===== src/rtl/dti_sock_pkg.sv =====
// Shared types and helpers for the DTI socket arbiter.
package dti_sock_pkg;

    function automatic int clog2_min1(input int n);
        return (n <= 2) ? 1 : $clog2(n);
    endfunction

    typedef enum logic {
        IDLE,
        LOCKED
    } arb_state_t;

endpackage


===== src/rtl/dti_sock_arbiter_rr_pick.sv =====
// Round-robin picker: first requester at or after ptr, wrapping.
module rr_pick #(
    parameter int N  = 4,
    parameter int IW = 2
) (
    input  logic [N-1:0]  req,
    input  logic [IW-1:0] ptr,
    output logic [IW-1:0] idx,
    output logic          any
);

    logic [N-1:0] rot;
    int           off;
    int           sum;

    // Rotating the doubled vector puts ptr at bit 0 so a plain
    // lowest-set-bit encoder gives the round-robin winner.
    always_comb begin
        rot = N'({req, req} >> ptr);
        off = 0;
        for (int k = N - 1; k >= 0; k--) begin
            if (rot[k]) off = k;
        end
        sum = off + int'(ptr);
        if (sum >= N) sum = sum - N;
        idx = IW'(sum);
        any = |req;
    end

endmodule


===== src/rtl/dti_sock_arbiter.sv =====
// Packet-locking round-robin arbiter feeding one socket port
// from NUM_CH DTI channels, tagging each word with its channel.
module dti_sock_arbiter
    import dti_sock_pkg::*;
#(
    parameter  int NUM_CH = 4,
    parameter  int W      = 32,
    localparam int CH_W   = clog2_min1(NUM_CH)
) (
    input  logic                clk,
    input  logic                rst,
    input  logic [NUM_CH-1:0]   din_valid,
    output logic [NUM_CH-1:0]   din_ready,
    input  logic [NUM_CH*W-1:0] din_data,
    input  logic [NUM_CH-1:0]   din_eot,
    output logic                dout_valid,
    input  logic                dout_ready,
    output logic [W-1:0]        dout_data,
    output logic [CH_W-1:0]     dout_ch,
    output logic                dout_eot,
    output logic                busy
);

    arb_state_t      state, state_nxt;
    logic [CH_W-1:0] rr_ptr, rr_ptr_nxt;
    logic [CH_W-1:0] lock_ch, lock_ch_nxt;
    logic [CH_W-1:0] pick_idx, cand;
    logic            pick_any, slot_free, xfer, cand_eot;
    logic [W-1:0]    cand_data;

    rr_pick #(
        .N  (NUM_CH),
        .IW (CH_W)
    ) u_pick (
        .req (din_valid),
        .ptr (rr_ptr),
        .idx (pick_idx),
        .any (pick_any)
    );

    assign slot_free = !dout_valid || dout_ready;
    assign cand      = (state == LOCKED) ? lock_ch : pick_idx;
    assign cand_data = din_data[cand*W +: W];
    assign cand_eot  = din_eot[cand];
    assign xfer      = din_valid[cand] && din_ready[cand];
    assign busy      = (state == LOCKED);

    // A locked channel sees ready whenever the slot frees, valid or not.
    always_comb begin
        din_ready = '0;
        if (!rst && slot_free && (state == LOCKED || pick_any))
            din_ready[cand] = 1'b1;
    end

    always_comb begin
        state_nxt   = state;
        rr_ptr_nxt  = rr_ptr;
        lock_ch_nxt = lock_ch;
        if (xfer) begin
            if (cand_eot) begin
                state_nxt  = IDLE;
                rr_ptr_nxt = (cand == CH_W'(NUM_CH - 1)) ? '0 : cand + 1'b1;
            end else begin
                state_nxt   = LOCKED;
                lock_ch_nxt = cand;
            end
        end
    end

    always_ff @(posedge clk or posedge rst) begin
        if (rst) begin
            state   <= IDLE;
            rr_ptr  <= '0;
            lock_ch <= '0;
        end else begin
            state   <= state_nxt;
            rr_ptr  <= rr_ptr_nxt;
            lock_ch <= lock_ch_nxt;
        end
    end

    always_ff @(posedge clk or posedge rst) begin
        if (rst) begin
            dout_valid <= 1'b0;
            dout_data  <= '0;
            dout_ch    <= '0;
            dout_eot   <= 1'b0;
        end else if (xfer) begin
            dout_valid <= 1'b1;
            dout_data  <= cand_data;
            dout_ch    <= cand;
            dout_eot   <= cand_eot;
        end else if (dout_ready) begin
            dout_valid <= 1'b0;
        end
    end

endmodule


===== config.mk =====
export PLATFORM = sky130hd
export DESIGN_NAME = dti_sock_arbiter
export DESIGN_NICKNAME = d
export VERILOG_FILES = /design/src/rtl/dti_sock_pkg.sv /design/src/rtl/dti_sock_arbiter_rr_pick.sv /design/src/rtl/dti_sock_arbiter.sv
export SDC_FILE = /design/constraint.sdc
export NUM_CORES = 1
export LEC_CHECK = 0
export CORE_AREA = 2 2 92 94
export CTS_BUF_LIST = sky130_fd_sc_hd__clkbuf_4
export CTS_CLUSTER_DIAMETER = 120
export CTS_CLUSTER_SIZE = 40
export DETAILED_ROUTE_END_ITERATION = 16
export DIE_AREA = 0 0 94 96
export GPL_TIMING_DRIVEN = 0
export PLACE_DENSITY = 0.89
export RECOVER_POWER = 25
export SLEW_MARGIN = 20
export SYNTH_ARGS = -nofsm -noshare
export SYNTH_HDL_FRONTEND = slang
export SYNTH_SLANG_ARGS = --single-unit

===== constraint.sdc =====
create_clock -name clk -period 5.95 [get_ports clk]
set_clock_uncertainty 0.2 [all_clocks]
set_input_delay 1.19 -clock clk [delete_from_list [all_inputs] [get_ports clk]]
set_output_delay 1.19 -clock clk [all_outputs]
set_load 0.01 [all_outputs]

==> results of run 1 <==
## cells by family after synthesis
group / Yosys count / share of synthesized area (%)
muxes: 142 / 51.0
and+or+nand+nor: 25 / 4.28
buffers and inverters: 22 / 3.80
xor gates and xnor gates: 1 / 0.303
AOI/OAI and AO/OA: 18 / 4.28
adders and majority gates: 2 / 0.865
DFF: 41 / 35.5
## through the flow
step                      setup slack (ns)  hold WS [ns]  utilization (%)  instance area (sq um)
after floorplan                       1.17         0.257                -                   2890
after global placement             -0.0415         0.264             59.7                   4810
after detailed placement            -0.134         0.278             60.0                   4830
after CTS                            0.139         0.308             61.1                   4920
after global routing                 0.276         0.323             61.0                   4910
final                                0.538         0.302             61.0                   4910
## cell usage in the layout, fill, tap and decap left out
| master | netlist | routed |
|---|---|---|
| a21o_1 | 1 | 1 |
| a22oi_1 | 1 | 1 |
| nor2b_1 | 1 | 1 |
| a22o_1 | 1 | 1 |
| clkinv_1 | 0 | 1 |
| nand2_1 | 4 | 4 |
| mux2_4 | 2 | 2 |
| nor3b_1 | 1 | 1 |
| mux2_2 | 24 | 24 |
| mux2_1 | 12 | 12 |
| a21oi_4 | 1 | 1 |
| nand2b_1 | 3 | 3 |
| ha_1 | 2 | 2 |
| buf_2 | 4 | 3 |
| o22ai_1 | 1 | 1 |
| o31ai_1 | 1 | 1 |
| a21boi_0 | 1 | 1 |
| inv_1 | 6 | 5 |
| o21ai_0 | 1 | 1 |
| nor3_1 | 5 | 5 |
| nand3_1 | 1 | 1 |
| dfrtp_1 | 41 | 41 |
| nand4_1 | 1 | 1 |
| clkbuf_1 | 1 | 2 |
| nor2_1 | 7 | 7 |
| buf_1 | 4 | 3 |
| bufinv_16 | 0 | 1 |
| nand3b_1 | 1 | 1 |
| nor4_1 | 1 | 1 |
| a21oi_1 | 6 | 6 |
| a31oi_1 | 3 | 3 |
| inv_2 | 1 | 2 |
| buf_4 | 6 | 8 |
| dlymetal6s2s_1 | 0 | 3 |
| clkbuf_4 | 0 | 6 |
| xor2_2 | 0 | 1 |
| a211o_1 | 1 | 1 |
| dlygate4sd3_1 | 0 | 1 |
| clkdlybuf4s50_1 | 0 | 174 |
| mux2i_1 | 104 | 104 |
## cell type report
class,instances,area (sq um),share of cell area [%]
clock inverters,2,33.8,0.688
multi-input cells,188,1770,35.9
repair buffers,180,1800,36.7
well taps,105,131,2.68
inverters,7,26.3,0.535
plain buffers,14,82.6,1.68
flip-flops and latches,41,1030,20.9
clock buffers,6,45.0,0.917
## routing by layer
layer	vias to the layer above	track usage (%)	routed length, um	share of wire [%]
li1	1291	-	-	-
met1	1291	19.8	3230	36
met2	100	38.3	4870	55
met3	17	5.40	595	6.7
met4	0	5.68	159	1.8
met5	-	0	0	0
## sequential cells by signal, summed over array words and instances (netlist names)
register    cells
dout_valid      1
dout_data      32
dout_eot        1
rr_ptr          2
dout_ch         2
busy            1
lock_ch         2
## worst max-delay path by stage
stage          depth (start not counted)    startpoint  slack (ns)      endpoint
5_1_grt                               16  din_valid[3]        0.28  din_ready[2]
3_3_place_gp                          14  din_valid[1]       -0.04  din_ready[2]
2_1_floorplan                         14  din_valid[2]        1.17  din_ready[2]
4_1_cts                               16  din_valid[3]        0.14  din_ready[2]
6_report                              16  din_valid[3]        0.54  din_ready[2]
3_5_place_dp                          14  din_valid[3]       -0.13  din_ready[2]
## synthesized netlist by cell type (all sizes together), types with 2 or more instances
| cell type | instances |
|---|---|
| mux2i | 104 |
| dfrtp | 41 |
| mux2 | 38 |
| nand2 | 4 |
| inv | 7 |
| nand2b | 3 |
| a31oi | 3 |
| buf | 14 |
| nor2 | 7 |
| a21oi | 7 |
| ha | 2 |
| nor3 | 5 |
## power groups by stage
stage	Combinational [W]	Clock [W]	Sequential [W]
finish	0.00178	0.000181	0.000507
detailed placement	0.00180	0	0.000512
global route	0.00193	0.000196	0.000526
global placement	0.00175	0	0.000501
floorplan	0.00110	0	0.000563
CTS	0.00182	0.000186	0.000506
## what timing repair did
item	4_1_cts	5_1_grt
resized for setup	1	5
setup buffers	1	0
pin swaps	1	0
endpoints found under the setup margin	1	1
endpoints found under the hold margin	0	0
## critical path: cells and delay by family
| kind | cells | cell delay [ns] |
|---|---|---|
| AO/OA/AOI/OAI | 6 | 0.80 |
| AND/OR/NAND/NOR | 2 | 0.15 |
| XOR/XNOR | 1 | 0.18 |
| adder cells (fa/ha/maj) | 2 | 0.39 |
| multiplexers | 1 | 0.29 |
| buffers and inverters | 4 | 1.02 |
==> impl_metrics.tcl, run 1 <==
set metrics [dict create \
    grt.overflow.total 0 \
    switching_share_pct 39.9 \
    drtPass1Iterations 4 \
    cts_buffers 5 \
    area_growth_pct 69.7 \
    wl_per_cell_um 16.3 \
    synth_cell_types 34 \
    rsz0062_at_grt "no" \
    coreArea_sq_mm 0.00805 \
    total_power_w 0.00247 \
    rr_worst_depth 18 \
    grt_pass1_vias 2964 \
    clk_latency_ns 0.34 \
    pwr-share-comb_pct 72.2 \
    power_leakage_nw 2.29 \
    synth_flop_cell "dfrtp_1" \
    dieArea_sq_mm 0.00902 \
    grt_max_degree 23 \
    antenna_found_initial 0 \
    synth_async_sr_flop_share_pct 100 \
    cp_data_arrival_time_ns 4.02 \
    startpoint_type "input port" \
    synth_top_cell_area_share_pct 36.0 \
    reg2reg_to "rr_ptr[0]$_DFFE_PP0P_" \
    postCtsHoldBufs 0 \
    holdPathEnd "dout_data[24]$_DFFE_PP0P_" \
    hold_viol 0 \
    netlist_instances 251 \
    ctsLongestPathBuffers 2 \
    gp_congestion 0.836 \
    status "completed" \
    crit_fanout 10 \
    synth_edf_count 0 \
    path_class "in -> out" \
    post-route-period-util_pct 91.0 \
    viasPerCell 4.97 \
    io_pins 180 \
    setup_viol 0 \
    synth_fp_nets 392 \
    numPortBuffers 178 \
    min_path_cells 1 \
    yosys-top-cells-area "mux2i_1 (36%), dfrtp_1 (35%), mux2_2 (9.3%)" \
    drt_wl_total_um 8860 \
    rrSetupSlack_ns 1.75 \
    yosys_warnings 0 \
    drv_cap 0 \
    worst_slew_pin_slew_ns 1.24 \
    drive_gt1_share_pct 11.0 \
    r2r-start "rr_ptr[1]$_DFFE_PP0P_" \
    syn_area_per_cell_sq_um 11.5 \
    cts.clk_slew.worst_paths_ns 0.11 \
    grtUsageTotal_pct 19.4 \
    clock_power_share_pct 7.3 \
    fill_cells 674 \
    antenna_left 0 \
    crit_path_cell_trace "dlymetal6s2s_1 > a21boi_0 > a21oi_1 > o22ai_1 > nor2_1 > a21oi_1 > ha_1 > xor2_2 > a31oi_1 > mux2_4 > a21oi_4 > buf_4 > ha_1 > inv_1 > nor2_1 > clkdlybuf4s50_1" \
    cp-end-kind "output pin" \
    worstHoldPathType "reg -> reg" \
    hpwl_um 7370 \
    vias 2699 \
    maxSlewHeadroom_pct 17.3 \
    netSwitchingPower_w 0.000986 \
    dp.cells 535 \
    rows 33 \
    die_y_um 96 \
    first_iter_violations 54 \
    finalNonFillerCells 543 \
    required_ns 4.56 \
    drc 0 \
    chipWidth_um 94 \
    nets 578 \
    critPathMaxStageDelay_ns 0.57 \
    fin_setup_tns_ns 0 \
    cts-root-buf "clkbuf_4" \
    layout_min_cycle_time_ns 5.41 \
    timing.fmax_mhz 185 \
    powerDensity_mw_per_mm2 503 \
    yosys_register_bits 41 \
    intPower_w 0.00149 \
    hold_start "dout_data[24]$_DFFE_PP0P_" \
    crit_slowest_cell "clkdlybuf4s50_1" \
    drv_slew 0 \
    synth_top_cell_by_area "mux2i_1" \
    clock_sinks 41 \
    cts_tree "done" \
    ir_worst_vdd_mv 0.225 \
    syn_area_sq_mm 0.00289 \
    antenna_cells 0 \
    start_util_pct 35.9 \
    grt_pass1_wl_um 13600 \
    synth-seq-area-share_pct 35.5 \
    seqPwrFrac_pct 20.5 \
    h-tree-depth 2 \
]
Note: power is estimated with default switching activity, not from simulation.
==> run 2, diff against run 1 <==
ABC_AREA = 1   (was not set)
CORE_AREA = 2 2 96 98   (was 2 2 92 94)
DIE_AREA = 0 0 98 100   (was 0 0 94 96)
PLACE_DENSITY = 0.87   (was 0.89)
==> impl_metrics.tcl, run 2 <==
set metrics [dict create \
    status "completed" \
    hpwl_um 9510 \
    cts-root-buf "clkbuf_4" \
    hold_start "dout_data[11]$_DFFE_PP0P_" \
    wl_per_cell_um 13.6 \
    postCtsHoldBufs 0 \
    vias 4111 \
    chipWidth_um 98 \
    drtPass1Iterations 5 \
    syn_area_sq_mm 0.00319 \
    rsz0062_at_grt "no" \
    min_path_cells 2 \
    cts_buffers 5 \
    top_register "dout_data" \
    synth_edf_count 0 \
    synthMostInstantiatedCell "nand2_1" \
    synth_top_cell_area_share_pct 47.3 \
    drv_cap 0 \
    layout_min_cycle_time_ns 5.71 \
    yosys_warnings 0 \
    holdPathEnd "dout_data[11]$_DFFE_PP0P_" \
    viasPerCell 4.80 \
    netlist_instances 559 \
    antenna_cells 0 \
    fin_setup_tns_ns 0 \
    drv_slew 0 \
    gp_congestion 0.893 \
    largest_reg_flops 32 \
    coreArea_sq_mm 0.00889 \
    reg2reg_to "dout_data[1]$_DFFE_PP0P_" \
    worstHoldPathType "reg -> reg" \
    synth-seq-area-share_pct 32.2 \
    clk_latency_ns 0.34 \
    most-common-layout-cells "nand2_1 (401), clkdlybuf4s50_1 (178), nand3_1 (46)" \
    rrSetupSlack_ns 2.41 \
    timing.fmax_mhz 175 \
    synth_flop_cell "dfrtp_1" \
    cp_data_arrival_time_ns 4.32 \
    required_ns 4.56 \
    worst_slew_pin_slew_ns 0.842 \
    postCtsSetupBuffers 0 \
    yosys-top-cells-count "nand2_1 (401), nand3_1 (46), dfrtp_1 (41)" \
    h-tree-depth 2 \
    io_pins 180 \
    grt_max_degree 25 \
    power_leakage_nw 2.78 \
    grt.overflow.total 0 \
    numPortBuffers 179 \
    setup_viol 0 \
    clock_sinks 41 \
    first_iter_violations 178 \
    finalNonFillerCells 857 \
    cts_tree "done" \
    synth_cell_types 24 \
    rows 35 \
    nets 886 \
    drt_wl_total_um 11700 \
    use_met1_pct 27.2 \
    cts.clk_slew.worst_paths_ns 0.13 \
    synth_async_sr_flop_share_pct 100 \
    rr_worst_depth 22 \
    synth_top_cell_by_area "nand2_1" \
    yosys-top-cells-area "nand2_1 (47%), dfrtp_1 (32%), nand3_1 (7.2%)" \
    antenna_left 0 \
    synth_fp_nets 700 \
    antenna_found_initial 0 \
    drive_gt1_share_pct 5.90 \
    grtUsageTotal_pct 23.8 \
    ir_worst_vdd_mv 0.323 \
    ctsLongestPathBuffers 2 \
    maxSlewHeadroom_pct 43.8 \
    drc 0 \
    yosys_register_bits 41 \
    layout_commonest_cell "nand2_1" \
    gr-usage-met2_pct 44.2 \
    start_util_pct 35.8 \
    post-route-period-util_pct 96.0 \
    die_y_um 100 \
    cp-end-kind "output pin" \
    grt_pass1_vias 4018 \
    startpoint_type "input port" \
    grt_pass1_wl_um 18900 \
    powerDensity_mw_per_mm2 599 \
    r2r-start "rr_ptr[0]$_DFFE_PP0P_" \
    crit_fanout 10 \
    grtUsageMet3_pct 5.78 \
    syn_area_per_cell_sq_um 5.70 \
    dieArea_sq_mm 0.00980 \
    cts_resized 0 \
    hold_viol 0 \
    area_growth_pct 64.0 \
    busiest_layer "met2" \
    path_class "in -> out" \
    dp.cells 850 \
]
run 2: final cells by class:
| type | count | area [sq um] |
|---|---|---|
| Buffer | 33 | 209 |
| Clock buffer | 5 | 37.5 |
| Clock inverter | 3 | 46.3 |
| Fill cell | 833 | 3660 |
| Inverter | 13 | 48.8 |
| Multi-Input combinational cell | 471 | 1900 |
| Sequential cell | 41 | 1030 |
| Tap cell | 111 | 139 |
| Timing Repair Buffer | 180 | 1820 |
run 2: worst max-delay path by stage:
stage	cells past startpoint	end	from
6_report	17	din_ready[2]	din_valid[1]
5_1_grt	17	din_ready[2]	din_valid[2]
4_1_cts	14	din_ready[0]	din_valid[3]
3_5_place_dp	14	din_ready[0]	din_valid[3]
3_3_place_gp	13	din_ready[0]	din_valid[0]
2_1_floorplan	12	din_ready[0]	din_valid[1]
run 2: metal layers:
metal  share of wire [%]  vias up
met5                   0        -
met3                 8.3       21
met2                  51      185
li1                    -     2081
met1                  39     1824
met4                 2.0        0
run 2: logic make-up (layout without fill, tap and decap cells):
group / after synthesis / count (layout) / synth area share (%)
and+or+nand+nor: 463 / 463 / 57.6
adders and majority gates: 2 / 2 / 0.785
xor gates and xnor gates: 1 / 1 / 0.275
AOI/OAI and AO/OA: 5 / 5 / 0.982
buffers and inverters: 47 / 234 / 8.17
DFF: 41 / 41 / 32.2
run 2: report_power, final:
part           internal (W)  switching [W]
Sequential         0.000407      0.0000700
Combinational      0.000923        0.00154
Clock             0.0000890      0.0000983
Total               0.00142        0.00171
run 2: critical path, cell delays in order:
cell and delay [ns]:
clkdlybuf4s50_1 0.53, nand2_1 0.11, nand3_1 0.13, nand3_1 0.12, a21boi_1 0.16, ha_1 0.20
xor2_1 0.19, inv_1 0.06, nand2_1 0.07, nand3_2 0.09, nand2_2 0.13, buf_4 0.20
buf_4 0.21, ha_1 0.19, inv_1 0.04, nor2_1 0.11, clkdlybuf4s50_1 0.58
run 2: through the flow:
step / util, % / hold WS (ns) / cell area (sq um) / total power [W] / worst slack [ns]
6_report: 58.8 / 0.286 / 5230 / 0.00313 / 0.239
4_1_cts: 58.8 / 0.288 / 5230 / 0.00314 / 0.0465
3_3_place_gp: 57.6 / 0.252 / 5120 / 0.00288 / 0.160
3_5_place_dp: 57.9 / 0.257 / 5140 / 0.00294 / 0.0524
2_1_floorplan: - / 0.234 / 3190 / 0.00208 / 1.53
5_1_grt: 58.8 / 0.301 / 5230 / 0.00347 / 0.0509
